==> config.mk <==
export PLATFORM = sky130hd
export DESIGN_NAME = vend_dispense_sequencer
export DESIGN_NICKNAME = d
export VERILOG_FILES = /design/src/rtl/vend_dispense_sequencer.sv
export SDC_FILE = /design/constraint.sdc
export NUM_CORES = 1
export LEC_CHECK = 0
export CAP_MARGIN = 20
export CORE_MARGIN = 5
export CORE_UTILIZATION = 30
export CTS_CLUSTER_DIAMETER = 30
export DETAILED_ROUTE_END_ITERATION = 10
export SETUP_SLACK_MARGIN = 0.3
export SLEW_MARGIN = 20
export SYNTH_ARGS = -nofsm -noshare
export SYNTH_HDL_FRONTEND = slang
export SYNTH_SLANG_ARGS = --single-unit
==> constraint.sdc <==
create_clock -name clk -period 4.46 [get_ports clk]
set_clock_uncertainty 0.15 [all_clocks]
set_input_delay 1.338 -clock clk [delete_from_list [all_inputs] [get_ports clk]]
set_output_delay 1.338 -clock clk [all_outputs]
set_load 0.01 [all_outputs]
==> src/rtl/vend_dispense_sequencer.sv <==
// Vending dispense sequencer: coin credit, purchase checks, item drops, change payout.
// Define VEND_AUTO_CHANGE_EN to pay leftover credit out automatically after a vend.
module vend_dispense_sequencer #(
  parameter int PULSE_CYC = 2,
  parameter int GAP_CYC   = 3,
  parameter int CREDIT_W  = 8,
  parameter int STOCK_W   = 6
) (
  input  logic                 clk,
  input  logic                 reset,
  input  logic                 coin5,
  input  logic                 coin10,
  input  logic                 coin20,
  input  logic                 req_valid,
  output logic                 req_ready,
  input  logic [1:0]           req_item,
  input  logic [1:0]           req_qty,
  input  logic [CREDIT_W-1:0]  req_price,
  input  logic                 cancel,
  input  logic                 stock_load,
  input  logic [4*STOCK_W-1:0] stock_in,
  output logic [4*STOCK_W-1:0] stock_out,
  output logic [CREDIT_W-1:0]  credit,
  output logic [3:0]           drop_item,
  output logic                 drop5,
  output logic                 drop10,
  output logic                 drop20,
  output logic                 busy,
  output logic                 err_stock,
  output logic                 err_credit
);

  localparam int CNT_MAX = (PULSE_CYC > GAP_CYC) ? PULSE_CYC : GAP_CYC;
  localparam int CNT_W   = $clog2(CNT_MAX + 1);
  localparam int SUM_W   = CREDIT_W + 6;
  localparam int TOT_W   = CREDIT_W + 2;
  localparam logic [CREDIT_W-1:0] CRED_MAX = '1;
`ifdef VEND_AUTO_CHANGE_EN
  localparam bit AUTO_CHG = 1'b1;
`else
  localparam bit AUTO_CHG = 1'b0;
`endif

  typedef enum logic [2:0] {
    IDLE,
    CHECK,
    VEND_PULSE,
    VEND_GAP,
    CHANGE_PULSE,
    CHANGE_GAP
  } state_t;

  state_t              state;
  logic [CNT_W-1:0]    cnt;
  logic [1:0]          rem;
  logic [1:0]          item_q;
  logic [1:0]          qty_q;
  logic [CREDIT_W-1:0] price_q;
  logic [STOCK_W-1:0]  stock [4];

  logic [SUM_W-1:0]    coin_val;
  logic [SUM_W-1:0]    credit_sum;
  logic [CREDIT_W-1:0] credit_in;
  logic [CREDIT_W-1:0] chg_val;
  logic [CREDIT_W-1:0] credit_pay;
  logic [TOT_W-1:0]    total;
  logic [3:0]          item_hot;
  logic                cnt_done;
  logic                sel20;
  logic                sel10;
  logic                sel5;
  logic                pay_start;
  logic                stock_short;
  logic                credit_short;

  // credit_in is the live credit: register plus this cycle's coins, saturated
  always_comb begin
    coin_val = (coin5  ? SUM_W'(5)  : '0)
             + (coin10 ? SUM_W'(10) : '0)
             + (coin20 ? SUM_W'(20) : '0);
    credit_sum = SUM_W'(credit) + coin_val;
    credit_in = (credit_sum > SUM_W'(CRED_MAX)) ?
                CRED_MAX : credit_sum[CREDIT_W-1:0];
    sel20 = credit_in >= CREDIT_W'(20);
    sel10 = !sel20 && (credit_in >= CREDIT_W'(10));
    sel5  = !sel20 && !sel10 && (credit_in >= CREDIT_W'(5));
    chg_val = sel20 ? CREDIT_W'(20) :
              sel10 ? CREDIT_W'(10) :
              sel5  ? CREDIT_W'(5)  : '0;
    credit_pay = credit_in - chg_val;
    total = TOT_W'(qty_q) * TOT_W'(price_q);
    stock_short = {2'b00, stock[item_q]} < (STOCK_W + 2)'(qty_q);
    credit_short = TOT_W'(credit) < total;
    item_hot = 4'b0001 << item_q;
    cnt_done = (cnt == '0);
    pay_start = ((state == IDLE) && !req_valid && cancel &&
                 (credit != '0))
             || ((state == VEND_GAP) && cnt_done && (rem == 2'd1) &&
                 AUTO_CHG && (credit_in != '0))
             || ((state == CHANGE_GAP) && cnt_done &&
                 (credit_in != '0));
  end

  always_comb begin
    stock_out = '0;
    for (int k = 0; k < 4; k++)
      stock_out[k*STOCK_W +: STOCK_W] = stock[k];
  end

  always_ff @(posedge clk or negedge reset) begin
    if (!reset) begin
      state      <= IDLE;
      cnt        <= '0;
      rem        <= '0;
      item_q     <= '0;
      qty_q      <= '0;
      price_q    <= '0;
      credit     <= '0;
      for (int k = 0; k < 4; k++)
        stock[k] <= '0;
      req_ready  <= 1'b0;
      busy       <= 1'b0;
      drop_item  <= '0;
      drop5      <= 1'b0;
      drop10     <= 1'b0;
      drop20     <= 1'b0;
      err_stock  <= 1'b0;
      err_credit <= 1'b0;
    end else begin
      credit     <= credit_in;
      err_stock  <= 1'b0;
      err_credit <= 1'b0;
      unique case (state)
        IDLE: begin
          req_ready <= 1'b1;
          busy      <= 1'b0;
          if (req_valid) begin
            item_q    <= req_item;
            qty_q     <= req_qty;
            price_q   <= req_price;
            state     <= CHECK;
            req_ready <= 1'b0;
            busy      <= 1'b1;
          end else if (!(cancel && (credit != '0)) && stock_load) begin
            for (int k = 0; k < 4; k++)
              stock[k] <= stock_in[k*STOCK_W +: STOCK_W];
          end
        end
        CHECK: begin
          if (qty_q == 2'd0) begin
            state     <= IDLE;
            req_ready <= 1'b1;
            busy      <= 1'b0;
          end else if (stock_short) begin
            err_stock <= 1'b1;
            state     <= IDLE;
            req_ready <= 1'b1;
            busy      <= 1'b0;
          end else if (credit_short) begin
            err_credit <= 1'b1;
            state      <= IDLE;
            req_ready  <= 1'b1;
            busy       <= 1'b0;
          end else begin
            credit         <= credit_in - total[CREDIT_W-1:0];
            stock[item_q]  <= stock[item_q] - STOCK_W'(qty_q);
            rem            <= qty_q;
            drop_item      <= item_hot;
            cnt            <= CNT_W'(PULSE_CYC - 1);
            state          <= VEND_PULSE;
          end
        end
        VEND_PULSE: begin
          if (cnt_done) begin
            drop_item <= '0;
            cnt       <= CNT_W'(GAP_CYC - 1);
            state     <= VEND_GAP;
          end else begin
            cnt <= cnt - CNT_W'(1);
          end
        end
        VEND_GAP: begin
          if (cnt_done) begin
            rem <= rem - 2'd1;
            if (rem != 2'd1) begin
              drop_item <= item_hot;
              cnt       <= CNT_W'(PULSE_CYC - 1);
              state     <= VEND_PULSE;
            end else begin
              state     <= IDLE;
              req_ready <= 1'b1;
              busy      <= 1'b0;
            end
          end else begin
            cnt <= cnt - CNT_W'(1);
          end
        end
        CHANGE_PULSE: begin
          if (cnt_done) begin
            drop5  <= 1'b0;
            drop10 <= 1'b0;
            drop20 <= 1'b0;
            cnt    <= CNT_W'(GAP_CYC - 1);
            state  <= CHANGE_GAP;
          end else begin
            cnt <= cnt - CNT_W'(1);
          end
        end
        CHANGE_GAP: begin
          if (cnt_done) begin
            state     <= IDLE;
            req_ready <= 1'b1;
            busy      <= 1'b0;
          end else begin
            cnt <= cnt - CNT_W'(1);
          end
        end
        default: begin
          state     <= IDLE;
          req_ready <= 1'b1;
          busy      <= 1'b0;
        end
      endcase
      // Payout entry overrides the plain return to IDLE chosen above
      if (pay_start) begin
        if (sel5 || sel10 || sel20) begin
          credit    <= credit_pay;
          drop5     <= sel5;
          drop10    <= sel10;
          drop20    <= sel20;
          cnt       <= CNT_W'(PULSE_CYC - 1);
          state     <= CHANGE_PULSE;
          req_ready <= 1'b0;
          busy      <= 1'b1;
        end else begin
          credit    <= '0;
          state     <= IDLE;
          req_ready <= 1'b1;
          busy      <= 1'b0;
        end
      end
    end
  end

endmodule

After elaboration in Yosys (flattened, before gate mapping) --
Cells that the tools add are included.
Operators by class: add/subtract/negate cells 8, multipliers 1, magnitude comparators 8, eq/ne operators 22, shift operators 1, muxes and demuxes 98, bitwise logic cells 1, reduce and logical (&&, ||, !) cells 33
Operator list (number):
- $mux W24 | 5
- $mux W8 | 7
- $pmux W24 S2 | 1
- $mux W1 | 37
- $mux W2 | 17
- $mux W4 | 8
- $mux W3 | 9
- $bwmux W24 | 1
- $mux W6 | 3
- $ne A3 B3 Y1 const B | 6
- $pmux W3 S6 | 1
- $reduce_bool A8 Y1 | 2
- $reduce_and A5 Y1 | 3
- $bmux W6 S2 | 1
- $demux W6 S2 | 1
- $ne A2 B2 Y1 const B | 6
- $pmux W4 S3 | 1
- $logic_and A1 B1 Y1 | 11
- $lt A8 B10 Y1 | 1
- $mul A2 B8 Y10 | 1
- $mux W5 | 2
- $pmux W1 S5 | 2
- $add A8 B6 Y9 | 1
- $gt A9 B8 Y1 const B | 1
- 31 further kinds | 44
Word-level totals: flip-flop bits (word level) 62, input bits 44, output and inout port bits 43, logic and storage cells 191

Depth between registers and ports, before layout --
depth in word-level cells 18, gate-level depth with buffers 18, gate-level depth less buffers 18

Worst setup path before layout --
OpenSTA, ideal clock, no wires.
path kind input-to-reg, from input port coin5, to register credit[6], setup time 133 ps, arrival time 5325 ps, path slack -1148 ps, stages on the path 18, path buffers 0, cells stage by stage inv_1 fa_1 inv_1 fa_1 a211oi_1 o21bai_1 or4b_1 a211oi_2 nand4b_1 a21oi_1 ha_1 inv_1 fa_1 nor2_1 o41ai_1 a31oi_1 mux2i_1 o211ai_1
Between the ends: word-level cells in the longest chain between the ends 18, elaborated cells on any way between the ends 30, classes of those cells 5 x add/sub; 4 x order compare; 11 x mux; 10 x reduce/logical
Ends and longest elaborated chain:
- start, declared | line 11 | input logic coin5,
- $mux W3 (*) | line 78 | coin_val = (coin5 ? SUM_W'(5) : '0)
- $add A3 B4 Y5 (*) | line 79 | + (coin10 ? SUM_W'(10) : '0)
- $add A5 B5 Y6 (*) | line 80 | + (coin20 ? SUM_W'(20) : '0);
- $add A8 B6 Y9 (*) | line 81 | credit_sum = SUM_W'(credit) + coin_val;
- $gt A9 B8 Y1 | line 82 | credit_in = (credit_sum > SUM_W'(CRED_MAX)) ?
- $mux W8 (*) | line 82
- $ge A8 B5 Y1 | line 84 | sel20 = credit_in >= CREDIT_W'(20);
- $logic_not A1 Y1 | line 85, 86
- $logic_and A1 B1 Y1 | line 85 | sel10 = !sel20 && (credit_in >= CREDIT_W'(10));
- $logic_not A1 Y1 | line 86 | sel5 = !sel20 && !sel10 && (credit_in >= CREDIT_W'(5));
- $logic_and A1 B1 Y1 (2 in a row) | line 86
- $mux W3 | line 89 | sel5 ? CREDIT_W'(5) : '0;
- $mux W4 | line 88 | sel10 ? CREDIT_W'(10) :
- $mux W5 | line 87 | chg_val = sel20 ? CREDIT_W'(20) :
- $sub A8 B5 Y8 | line 90 | credit_pay = credit_in - chg_val;
- $mux W8 | line 226 | if (sel5 || sel10 || sel20) begin
- $mux W8 (*) | line 225 | if (pay_start) begin
- end signal, assigned | line 130 | credit <= credit_in;
- end signal, assigned | line 165 | credit <= credit_in - total[CREDIT_W-1:0];
- end signal, assigned | line 227 | credit <= credit_pay;
- end, declared | line 23 | output logic [CREDIT_W-1:0] credit,
Every way passes the cells marked *; elsewhere a longest branch is shown, timed or not. A chain may end at the register's enable or synchronous reset.

Final worst setup path --
from input port coin10, to register credit[6]
Between the ends: word-level cells in the longest chain between the ends 18, elaborated cells on any way between the ends 30, classes of those cells 5 x add/sub; 4 x order compare; 11 x mux; 10 x reduce/logical
Ends and longest elaborated chain:
- start, declared | line 12 | input logic coin10,
- $mux W4 (*) | line 79
- $add A3 B4 Y5 (*) | line 79
- $add A5 B5 Y6 (*) | line 80
- $add A8 B6 Y9 (*) | line 81
- $gt A9 B8 Y1 | line 82
- $mux W8 (*) | line 82
- $ge A8 B5 Y1 | line 84
- $logic_not A1 Y1 | line 85, 86
- $logic_and A1 B1 Y1 | line 85
- $logic_not A1 Y1 | line 86
- $logic_and A1 B1 Y1 (2 in a row) | line 86
- $mux W3 | line 89
- $mux W4 | line 88
- $mux W5 | line 87
- $sub A8 B5 Y8 | line 90
- $mux W8 | line 226
- $mux W8 (*) | line 225
Marked as above.

==> impl_metrics.yaml <==
drt:
  first_pass_iters: 5
  ant_nets: 0
  via_per_inst: 5.23
  wl_per_cell_um: 17.6
  routed_wl_mm: 17.0
  route.detailed.drc: 0
  drt_iter0_markers: 290
  via_count: 5060
sta:
  setup-tns-final_ns: -4.28
  clock.fmax_mhz: 195
  period_needed_ns: 5.12
  hold_slack_ns: 0.325
  max_slew_margin_pct: 47.8
  period_share_pct: 115
  tightest_slew_ns: 0.783
  rsz0062_at_grt: "yes"
  drv_slew: 0
  hold_violations: 0
  setup_viol: 8
  worst_slack_ns: -0.657
synthesis:
  netlist_instances: 540
  async_reset_ff_share_pct: 100
  synth_flop_cell: "dfrtp_1"
  netlist_top_cells_count: "62 x dfrtp_1, 43 x nor2_1, 40 x nand2_1"
  synth.most_common_cell: "dfrtp_1"
  ys_types: 74
  yosysSeqAreaShare_pct: 31.2
  ys_top_cells_by_area: "dfrtp_1 31%, ha_1 9.3%, a22o_1 4.4%, mux2_2 3.9%, o21ai_0 3.7%"
  syn_nets: 627
  synth-edff-count: 0
  ys_ff_latch: 62
  yosys_warnings: 0
  syn_area_sq_um: 4970
  avgSynthCellArea_sq_um: 9.21
  synth.top_cell.area_share_pct: 31.2
  yosysTopAreaCell: "dfrtp_1"
critical_path:
  crit_fanout: 3
  critPathCaptureType: "register"
  arrival_ns: 5.18
  reg2reg_from: "credit[2]$_DFF_PN0_"
  cp-start-kind: "input pin"
  reg2reg_slack_ns: 0
  ff2ff_path_depth: 18
  cp_data_required_time_ns: 4.53
  timing.rr.end: "credit[6]$_DFF_PN0_"
  critPathKind: "input pin to register"
layout:
  regArea_sq_um: 1550
  final_layout_size_suffix_gt1_share_pct: 32.4
  area_growth_pct: 56.5
  multi_input_area_sq_um: 3530
  nNetsFinal: 830
  fill_cells: 1533
  fin_util_pct: 47.4
  insertedDiodeCount: 0
  stdcell_count: 968
clock_network:
  cts.sinks: 62
  cts-root-buf: "clkbuf_16"
  cts_hold_buf: 0
  clk_latency_ns: 0.34
  clockBufferDepth: 2
  cts_tree: "built"
  cts.clk_slew.worst_paths_ns: 0.06
  htree_levels: 3
  cts_buffers: 9
min_path:
  min-delay-start: "drop20$_DFF_PN0_"
  hold_path.class: "register to register"
  holdPathEnd: "drop20$_DFF_PN0_"
  whs_path_depth: 2
place:
  place_congestion: 0.958
  port_buffers: 86
  dp_cells: 926
  dpl.hpwl_mm: 13.1
grt:
  grt_max_degree: 49
  grt_usage_pct: 17.5
  grt_overflow_total: 0
  grt_pass1_wl_mm: 27.5
  grt_pass1_vias: 5464
  antenna_found_initial: 0
floorplanning:
  io_pins: 87
  die_h_um: 139
  dieArea_sq_um: 19200
  initial_core_util_pct: 30.3
  rows: 47
  core_area_sq_um: 16400
  die_w_um: 139
run:
  drv_cap: 0
status:
  run_status: "complete, but fails checks"
  violations: "setup timing"
-- flip-flops by register name, summed over array words and instances (netlist names), 2 cells and up --
register and cells:
cnt 2, credit 8, drop_item 4, item_q 2, price_q 8, qty_q 2, rem 2, state 3
stock_out 24
-- how the worst max path moves through the flow --
stage                       from  slack (ns)                  end
final                     coin10       -0.66  credit[6]$_DFF_PN0_
after global routing       coin5       -0.85  credit[6]$_DFF_PN0_
after CTS                  coin5       -0.72  credit[5]$_DFF_PN0_
after detailed placement  coin20       -1.49  credit[5]$_DFF_PN0_
after global placement    coin20       -1.37  credit[5]$_DFF_PN0_
after floorplan           coin20       -0.72  credit[6]$_DFF_PN0_
-- timing repair --
item	in CTS	in global routing
cloned	0	0
gates resized for setup	57	40
setup endpoints to repair	46	48
setup buffers	16	10
pin swaps	22	25
-- layer usage --
layer	vias to the layer above	share of wire (%)	GRT usage (%)
met3	40	7.0	4.48
met1	2430	41	21.3
met2	195	48	29.0
met4	0	3.6	8.03
li1	2395	-	-
met5	-	0	0
-- per-stage QoR --
stage                     area [sq um]  setup slack, ns
after global routing              7780           -0.847
after detailed placement          6830            -1.49
after global placement            6830            -1.37
final                             7780           -0.657
after floorplan                   5030           -0.722
after CTS                         7490           -0.722
-- cell usage in the layout (no fill, tap or decap), types with 9 or more instances in the layout --
master and n:
clkbuf_16 9, inv_1 33, ha_1 29, a21oi_1 16, o22ai_1 9, nor2_1 35, dfrtp_1 61, and2_1 18
nand2_1 39, buf_6 21, mux2_2 17, buf_4 105, a22o_1 25, clkdlybuf4s50_1 82, o21ai_0 32
-- area by class of cell --
class	count	area share [%]
clock buffer	9	2.89
sequential	62	20.0
inverter	37	1.91
clock inverter	7	1.56
tap	220	3.54
timing repair buffer	213	24.8
multi-input combinational	420	45.4
-- critical path: stages --
cell             delay, ns
clkdlybuf4s15_1       0.22
buf_4                 0.15
ha_1                  0.32
ha_4                  0.28
buf_4                 0.11
o21ai_1               0.07
o21a_2                0.24
or4b_4                0.50
a211oi_4              0.23
nand4b_1              0.22
a21oi_2               0.21
ha_2                  0.20
inv_2                 0.04
fa_2                  0.36
nor2_2                0.14
o41ai_2               0.07
a31oi_1               0.18
mux2i_1               0.20
o211ai_1              0.10
-- cell families (layout without fill, tap and decap cells) --
family                     count (synthesis)  after routing  share of synthesized area (%)
AOI/OAI and AO/OA                        170            170                           25.0
buffers and inverters                     58            266                           4.86
muxes                                     29             29                           7.88
xor gates and xnor gates                  15             15                           2.64
and+or+nand+nor                          162            162                           16.5
DFF                                       62             62                           31.2
adders and majority gates                 44             44                           11.9
Power is not shown: default switching activity piles up to over one toggle a cycle in this logic, so the estimate is an artifact.
